### config.mk
export PLATFORM = sky130hd
export DESIGN_NAME = model_stream_adapter
export DESIGN_NICKNAME = d
export VERILOG_FILES = /design/src/rtl/model_stream_adapter.sv
export SDC_FILE = /design/constraint.sdc
export NUM_CORES = 1
export LEC_CHECK = 0
export CORE_AREA = 4 4 388 390
export CTS_CLUSTER_DIAMETER = 150
export DETAILED_ROUTE_END_ITERATION = 10
export DIE_AREA = 0 0 392 394
export PLACE_DENSITY = 0.51
export SLEW_MARGIN = 20
export SYNTH_ARGS = -nofsm -noshare
export SYNTH_HDL_FRONTEND = slang
export SYNTH_SLANG_ARGS = --single-unit
### constraint.sdc
create_clock -name clk -period 2.54 [get_ports clk]
set_input_delay 0.508 -clock clk [delete_from_list [all_inputs] [get_ports clk]]
set_output_delay 0.508 -clock clk [all_outputs]
set_load 0.01 [all_outputs]
### src/rtl/model_stream_adapter.sv
// Streaming adapter around the parallel-port inference core: packs input beats
// into x, fires the core, captures y and drains it as output beats.
module model_stream_adapter #(
  parameter int XD        = 64,
  parameter int XB        = 11,
  parameter int YD        = 16,
  parameter int YB        = 10,
  parameter int IN_LANES  = 8,
  parameter int OUT_LANES = 4,
  parameter int LATENCY   = 1
) (
  input  logic                    clk,
  input  logic                    rstn,
  input  logic                    s_valid,
  output logic                    s_ready,
  input  logic [IN_LANES*XB-1:0]  s_data,
  input  logic                    s_last,
  output logic [XD*XB-1:0]        x,
  output logic                    en,
  input  logic [YD*YB-1:0]        y,
  output logic                    m_valid,
  input  logic                    m_ready,
  output logic [OUT_LANES*YB-1:0] m_data,
  output logic                    m_last,
  output logic                    frame_err,
  output logic                    busy
);

  localparam int NIB = XD / IN_LANES;
  localparam int NOB = YD / OUT_LANES;
  localparam int BW  = (NIB > 1) ? $clog2(NIB) : 1;
  localparam int OW  = (NOB > 1) ? $clog2(NOB) : 1;
  localparam int WW  = $clog2(LATENCY + 1);
  localparam logic [BW-1:0] B_LAST = BW'(NIB - 1);
  localparam logic [OW-1:0] O_LAST = OW'(NOB - 1);
  localparam logic [WW-1:0] W_INIT = WW'(LATENCY);
  localparam logic [WW-1:0] W_ONE  = WW'(1);

  if (XD % IN_LANES != 0) begin : g_chk_in
    $error("XD must be a multiple of IN_LANES");
  end
  if (YD % OUT_LANES != 0) begin : g_chk_out
    $error("YD must be a multiple of OUT_LANES");
  end
  if (LATENCY < 1) begin : g_chk_lat
    $error("LATENCY must be at least 1");
  end

  typedef enum logic [1:0] {S_LOAD, S_FIRE, S_WAIT, S_HOLD} state_t;

  state_t              state, state_nx;
  logic [BW-1:0]       bcnt;
  logic [OW-1:0]       obeat;
  logic [WW-1:0]       wcnt;
  logic [YD*YB-1:0]    y_buf;
  logic                beat_ok;
  logic                in_final;
  logic                wait_done;
  logic                capture;

  always_comb begin
    beat_ok   = s_valid && (state == S_LOAD);
    in_final  = (bcnt == B_LAST);
    wait_done = (state == S_WAIT) && (wcnt == W_ONE);
    // The out side must already be idle at the start of the cycle to capture.
    capture   = (wait_done || (state == S_HOLD)) && !m_valid;
  end

  always_ff @(posedge clk or negedge rstn) begin
    if (!rstn) state <= S_LOAD;
    else       state <= state_nx;
  end

  always_comb begin
    state_nx = state;
    case (state)
      S_LOAD: if (beat_ok && in_final && s_last) state_nx = S_FIRE;
      S_FIRE: state_nx = S_WAIT;
      S_WAIT: if (wait_done) state_nx = capture ? S_LOAD : S_HOLD;
      S_HOLD: if (capture) state_nx = S_LOAD;
      default: state_nx = S_LOAD;
    endcase
  end

  always_comb begin
    s_ready = (state == S_LOAD);
    en      = (state == S_FIRE);
    busy    = (state != S_LOAD) || m_valid;
    m_last  = m_valid && (obeat == O_LAST);
    m_data  = '0;
    for (int unsigned k = 0; k < NOB; k++) begin
      if (obeat == OW'(k)) m_data = y_buf[k*OUT_LANES*YB +: OUT_LANES*YB];
    end
  end

  // A misplaced s_last, or a full frame without one, drops the frame.
  always_ff @(posedge clk or negedge rstn) begin
    if (!rstn) begin
      bcnt      <= '0;
      x         <= '0;
      frame_err <= 1'b0;
    end else if (beat_ok) begin
      for (int unsigned b = 0; b < NIB; b++) begin
        if (bcnt == BW'(b)) x[b*IN_LANES*XB +: IN_LANES*XB] <= s_data;
      end
      if (s_last || in_final) bcnt <= '0;
      else                    bcnt <= bcnt + 1'b1;
      if (s_last != in_final) frame_err <= 1'b1;
    end
  end

  always_ff @(posedge clk or negedge rstn) begin
    if (!rstn) begin
      wcnt <= '0;
    end else if (state == S_FIRE) begin
      wcnt <= W_INIT;
    end else if ((state == S_WAIT) && (wcnt != '0)) begin
      wcnt <= wcnt - 1'b1;
    end
  end

  always_ff @(posedge clk or negedge rstn) begin
    if (!rstn) begin
      y_buf   <= '0;
      m_valid <= 1'b0;
      obeat   <= '0;
    end else if (capture) begin
      y_buf   <= y;
      m_valid <= 1'b1;
      obeat   <= '0;
    end else if (m_valid && m_ready) begin
      if (obeat == O_LAST) begin
        m_valid <= 1'b0;
        obeat   <= '0;
      end else begin
        obeat <= obeat + 1'b1;
      end
    end
  end

endmodule

* After elaboration in Yosys (flattened, before gate mapping)
Cells that the tools add are included.
Storage, ports and cells: register bits after elaboration 874, bits of input ports 253, output and inout port bits 750, logic and storage cells 82
Cells by class: $add $sub $neg 3, equal/unequal tests 17, muxes and demuxes 18, reductions and logical operators 29
Operators by type and width (number):
- $mux W40 | 4
- $reduce_and A2 Y1 | 10
- $mux W2 | 7
- $eq A3 B3 Y1 const B | 4
- $eq A2 B2 Y1 const B | 4
- $pmux W2 S4 | 1
- $reduce_bool A2 Y1 | 4
- $logic_and A1 B1 Y1 | 7
- $eq A3 B2 Y1 const B | 2
- $mux W1 | 5
- $eq A2 B1 Y1 const B | 2
- $logic_not A2 Y1 | 2
- $ne A2 B2 Y1 const B | 2
- $add A3 B1 Y3 const B | 1
- $eq A3 B1 Y1 const B | 1
- $logic_not A3 Y1 | 1
- $logic_or A1 B1 Y1 | 3
- $mux W3 | 1
- $reduce_and A3 Y1 | 1
- $add A2 B1 Y2 const B | 1
- $ne A2 B1 Y1 const B | 1
- $logic_not A1 Y1 | 1
- $ne A1 B1 Y1 | 1
- $sub A1 B1 Y1 const B | 1

* Depth between registers and ports, before layout
depth in word-level cells 7, mapped depth 8, gate-level depth less buffers 6

* Worst setup path after synthesis
Ideal clock, no wire load.
kind reg-to-output, from reg obeat[0], to out m_data[28], arrival time 1861 ps, data required time 2032 ps, path slack 171 ps, cell stages (with the launch flop) 8, path buffers 3, cell sequence dfrtp_1 > ha_1 > clkbuf_1 > nor2b_1 > buf_2 > buf_1 > a221oi_1 > o31ai_1
On the way: word-level cells in the longest chain between the ends 5, elaborated cells between the ends (all ways) 8, those cells by class eq/ne: 3; mux: 4; reduce/logical: 1
Ends and longest elaborated chain:
- start, declared | line 53 | logic [OW-1:0] obeat;
- start signal, assigned | line 136 | obeat <= obeat + 1'b1;
- $logic_not A2 Y1 | line 92 | if (obeat == OW'(k)) m_data = y_buf[k*OUT_LANES*YB +: OUT_LANES*YB];
- $mux W40 (3 in series) | line 92
- $mux W40 (*) | line 92
- end, declared | line 23 | output logic [OUT_LANES*YB-1:0] m_data,
Every way passes the cells marked *; elsewhere a longest branch is shown, timed or not.

* Final worst setup path
from reg obeat[0], to out m_data[39]
Same word-level chain as after synthesis.

==> results_dict.tcl <==
set metrics [dict create \
    start_kind "flip-flop" \
    seqPwrFrac_pct 35.6 \
    ir_drop_v 0.000559 \
    violations "setup timing" \
    crit_path_cell_trace "buf_6 -> ha_4 -> nor2b_4 -> buf_6 -> buf_6 -> buf_12 -> a221oi_2 -> o31ai_1 -> buf_4 -> buf_6" \
    grt_max_degree 117 \
    ys_types 33 \
    final_layout_size_suffix_gt1_share_pct 38.8 \
    final_core_utilization_pct 35.0 \
    ant_nets 0 \
    dp_slack_ns -0.268 \
    p_int_mw 38.2 \
    drt-pass1-iter-count 4 \
    clockBufferDepth 3 \
    grt_pass1_vias 24000 \
    insertion_delay_ns 0.71 \
    power_density_nw_per_um2 1080 \
    max_stage_delay_ns 0.40 \
    postSynthCellCount 2081 \
    clockPowerShare_pct 26.4 \
    finClkSkew_ns 0.0522 \
    fmax_mhz 335 \
    io_buffers 1002 \
    grt_pass1_wl_um 188000 \
    initial_utilization_pct 22.9 \
    cp_top_family "buffers and inverters" \
    worst-path-buf-inv 6 \
    cts-root-buf "clkbuf_16" \
    relSlewSlack_pct 44.5 \
    power.switching_mw 17.3 \
    yosys_warnings 0 \
    p_comb_share_pct 38.0 \
    maxCapViolations 0 \
    dieArea_um2 154000 \
    area_delta_synth_final_pct 52.7 \
    final_nets 3485 \
    die_h_um 394 \
    dp_hpwl_um 98300 \
    setup_viol 41 \
    ioPinCount 1003 \
    rsz0062_at_grt "true" \
    hold_viol 0 \
    grt_usage_pct 16.9 \
    fp.coreArea_um2 147000 \
    rows 141 \
    p_leak_nw 22.1 \
    cpMostUsedCell "buf_6" \
    synth-seq-cells 874 \
    syn-num-nets 2345 \
    hp-class "input pin to asynchronous set/reset pin" \
    avgRoutedWirePerCell_um 25.8 \
    vias_per_cell 4.29 \
    fin_crit_ns 2.99 \
    setup_tns_ns -13.86 \
    syn_avg_cell_area_um2 16.2 \
    clock_sink_count 874 \
    place_congestion 0.801 \
    place_area_um2 47400 \
    die_width_um 392 \
    path_clk_slew_ns 0.06 \
    worstSetupPathType "flip-flop to primary output" \
    setup.worst_path.end_class "primary output" \
    worst_slew_pin_slew_ns 0.830 \
    worstPathArrival_ns 2.48 \
    cts_tree "yes" \
    syn_area_um2 33800 \
    outcome "finished with violations" \
    remaining_drc_errors 0 \
    cts_buffers 100 \
    h-tree-depth 3 \
    wl_um 135000 \
    vias 22500 \
    critical_path.slowest_cell "dfrtp_1" \
    drt-initial-drc-count 876 \
    drv_slew 0 \
    required_ns 2.03 \
    cp_max_fo 5 \
    ys_seq_area_share_pct 64.8 \
    fin_crit_sh_pct 118 \
    switching_share_pct 31.2 \
    finalInstanceArea_um2 51500 \
    grt_antenna_before_repair 28 \
    grt-ovfl-total 0 \
    setup_slack_ns -0.447 \
]
==> cells by family after synthesis <==
| group | share of synthesized area (%) |
|---|---|
| mux | 28.9 |
| flops | 64.8 |
| compound gates | 2.09 |
| buf+inv | 1.95 |
| fa+ha+maj | 0.437 |
| simple gates | 1.88 |
==> Yosys cell counts <==
| master | number | area [um^2] |
|---|---|---|
| a21o_1 | 1 | 7.51 |
| a21oi_1 | 3 | 15.0 |
| a221oi_1 | 39 | 342 |
| a22o_1 | 1 | 8.76 |
| a31o_2 | 1 | 8.76 |
| and2_1 | 1 | 6.26 |
| and3_1 | 1 | 6.26 |
| buf_1 | 1 | 3.75 |
| buf_2 | 78 | 390 |
| buf_4 | 13 | 97.6 |
| buf_6 | 3 | 33.8 |
| clkbuf_1 | 25 | 93.8 |
| dfrtp_1 | 874 | 21900 |
| ha_1 | 11 | 138 |
| inv_1 | 10 | 37.5 |
| maj3_1 | 1 | 10.0 |
| mux2_1 | 9 | 101 |
| mux2_2 | 855 | 9630 |
| mux2i_1 | 1 | 10.0 |
| nand2_1 | 48 | 180 |
| nand2b_1 | 1 | 6.26 |
| nand3_1 | 3 | 15.0 |
| nand3b_2 | 3 | 33.8 |
| nand3b_4 | 1 | 20.0 |
| nor2_1 | 4 | 15.0 |
| nor2_2 | 1 | 6.26 |
| nor2b_1 | 41 | 257 |
| nor3b_2 | 1 | 12.5 |
| nor3b_4 | 3 | 56.3 |
| nor4bb_1 | 1 | 10.0 |
| o21ai_0 | 6 | 30.0 |
| o31ai_1 | 39 | 293 |
| or3b_2 | 1 | 8.76 |
==> layout by cell type (no fill, tap or decap), types with 3 or more instances in the layout <==
master	Yosys	routed
nand3_1	3	3
nand2_1	48	47
inv_1	10	8
diode_2	0	12
nor2b_1	41	40
buf_12	0	61
clkbuf_8	0	28
clkinv_16	0	3
dfrtp_1	874	872
clkinv_2	0	15
mux2_2	855	855
o31ai_2	0	9
o31ai_1	39	29
buf_6	3	10
buf_8	0	3
buf_2	78	34
nand3b_4	1	4
o21ai_0	6	5
nor2_1	4	3
a221oi_2	0	32
nor3b_4	3	4
ha_4	0	4
clkbuf_1	25	26
bufinv_16	0	4
buf_4	13	75
a221oi_1	39	3
clkbuf_16	0	102
buf_16	0	9
mux2_1	9	9
a221oi_4	0	4
clkdlybuf4s50_1	0	958
ha_1	11	7
==> timing repair <==
item / CTS / global route
gates cloned: 11 / 2
hold buffers: 1 / 0
setup buffers: 14 / 4
endpoints found under the hold margin: 16 / 0
pin swaps: 41 / 11
gates resized for setup: 267 / 26
endpoints found under the setup margin: 44 / 41
==> through the flow <==
| stage | cells | total power, mW | hold WS, ns |
|---|---|---|---|
| 2_1_floorplan | 2081 | 26.9 | 0.212 |
| 3_5_place_dp | 5021 | 40.0 | 0.452 |
| 6_report | 5246 | 55.6 | 0.306 |
| 3_3_place_gp | 5021 | 39.8 | 0.449 |
| 4_1_cts | 5230 | 56.1 | 0.228 |
| 5_1_grt | 5237 | 58.2 | 0.279 |
==> routing by layer <==
layer  GRT usage, %  routed length [um]  up-vias
li1               -                   -     9778
met4           6.16                4450       10
met2           29.0               66900      793
met3           6.40               13000      185
met5              0                  78        -
met1           19.1               50800    11700
==> power groups by stage <==
stage	clock network, mW	registers (mW)	logic [mW]
6_report	14.7	19.8	21.1
5_1_grt	15.7	20.3	22.3
3_5_place_dp	0	20.0	20.0
4_1_cts	15.2	19.8	21.1
2_1_floorplan	0	21.6	5.36
3_3_place_gp	0	19.9	19.9
==> path summary, 6_finish.rpt <==
kind                       startpoint         end  slack, ns  depth (start not counted)
setup reg to reg             state[1]      x[344]       0.55                          6
hold / removal                   rstn       x[90]       0.31                          2
min in group clk                y[91]   y_buf[91]       0.43                          2
setup / recovery             obeat[0]  m_data[39]      -0.45                         10
max in group asynchronous        rstn      x[549]       1.16                          4
hold reg to reg                x[168]      x[168]       0.49                          1
==> state kept, by name, summed over array words and instances (netlist names) <==
name	flops
state	2
y_buf	160
x	704
bcnt	3
obeat	2
frame_err	1
wcnt	1
m_valid	1
==> layout make-up <==
| type | instances | area (um^2) |
|---|---|---|
| inverter | 10 | 37.5 |
| multi-input combinational | 1077 | 11700 |
| sequential | 874 | 21900 |
| clock inverter | 31 | 397 |
| timing repair buffer | 1158 | 12100 |
| antenna | 12 | 30.0 |
| fill | 14400 | 95600 |
| tap | 1930 | 2410 |
| clock buffer | 154 | 2990 |
==> worst reg2reg max path, stage by stage (launching register included) <==
cell	delay, ns
dfrtp_2	0.49
nor2_4	0.21
buf_4	0.17
and3_4	0.24
buf_12	0.18
buf_4	0.25
mux2_2	0.35
No activity file was read; power rests on OpenSTA's default activity.
==> RTL change, RTL diff (same flow settings) <==
Set the parameter `IN_LANES` to 4 (it was 8).
--- a/src/rtl/model_stream_adapter.sv
+++ b/src/rtl/model_stream_adapter.sv
@@ -5,7 +5,7 @@
   parameter int XB        = 11,
   parameter int YD        = 16,
   parameter int YB        = 10,
-  parameter int IN_LANES  = 8,
+  parameter int IN_LANES  = 4,
   parameter int OUT_LANES = 4,
   parameter int LATENCY   = 1
 ) (
Interface: changed (resized s_data); port bits go from 1003 to 959. No check against the original RTL was run, so the function may have changed too.
==> RTL change against the unedited design <==
The flow still finishes with violations (setup timing). Design area is 0.77% higher. Area after synthesis is 2.0% higher. Power down 16%. Global-route usage rose by 0.62 points. Die area is the same. Routed wire length up 2.4%. Sequential cell count grew 1. Setup slack better by 0.048 ns. Critical endpoint is now m_data[32]. Cell count did not move. Via count grew 1.0%. Maximum frequency rose by 1.6%. Largest cell class unchanged.
==> RTL change: results (changes against the unedited design) <==
grt_pass1_vias: 24216  # was 23984
cp_max_fo: 7  # was 5
cp-endpoint: "m_data[32]"  # was m_data[39]
dp_hpwl_um: 99100  # was 98300 um
syn2layout_area_growth_pct: 50.8  # was 52.7%
synth_area_sq_um: 34400  # was 33800 sq um
vdd_drop_max_mv: 0.458  # was 0.559 mV
grt_max_degree: 73  # was 117
power-top-group: "registers"  # was combinational cells
seq_area_frac_synth_pct: 63.6  # was 64.8%
dr.pass1.iters: 5  # was 4
skew_ns: 0.0372  # was 0.0522 ns
synth.area.top_cells: "dfrtp_1 64%, mux2_2 26%, mux2_4 3.5%"  # was dfrtp_1 65%, mux2_2 29%, buf_2 1.2%
drt_iter0_markers: 1011  # was 876
inv_count: 7  # was 10
synth_common_cells: "875 x dfrtp_1, 784 x mux2_2, 90 x clkbuf_1"  # was 874 x dfrtp_1, 855 x mux2_2, 78 x buf_2
violations: "setup timing"  # unchanged
status: "finished, violations left"  # unchanged
timing.rr.end: "x[261]"  # was x[344]
met1_usage_pct: 20.8  # was 19.1%
multi_input_area_sq_um: 12300  # was 11700 sq um
dr_wl_met3_um: 11700  # was 13000 um
wl_met2_um: 66200  # was 66900 um
pwr-share-comb_pct: 31.5  # was 38.0%
multi_input_gates: 1096  # was 1077
fin_ws_ns: -0.399  # was -0.447 ns
met1Wirelength_um: 54600  # was 50800 um
setup_viol: 41  # unchanged
p_leak_nw: 23.6  # was 22.1 nW
synthAdderAreaFrac_pct: 0.356  # was 0.437%
r2r-start: "state[0]"  # was state[1]
cts_resized: 265  # was 267
fin_tns_setup_ns: -13.37  # was -13.86 ns
grt_pass1_wl_um: 193000  # was 188000 um
met2_usage_pct: 29.0  # about the same
cts_buffers: 99  # was 100
nNonClkBuffers: 1155  # was 1158
drive_above_1_share_pct: 40.7  # was 38.8%
## RTL change: changes by cell type in the layout (fill, tap and decap cells not counted), sizes merged, moves of 4 or more
cell | unedited run | this run
nand2 | 48 | 57
inv | 15 | 11
clkdlybuf4s50 | 958 | 913
buf | 192 | 238
diode | 12 | 5
bufinv | 4 | 8
nor3b | 4 | 0
clkbuf | 157 | 150
nor2b | 41 | 47
nand3b | 4 | 0
clkinv | 20 | 12
nor2 | 5 | 11
## RTL change: metrics by stage
| step | instances | power, mW | worst slack [ns] |
|---|---|---|---|
| 5_1_grt | 5241 | 49.0 | -0.520 |
| 2_1_floorplan | 2138 | 22.2 | 0.0651 |
| 3_3_place_gp | 5039 | 30.9 | -0.262 |
| 4_1_cts | 5239 | 47.3 | -0.497 |
| 6_report | 5246 | 46.9 | -0.399 |
| 3_5_place_dp | 5039 | 30.9 | -0.252 |
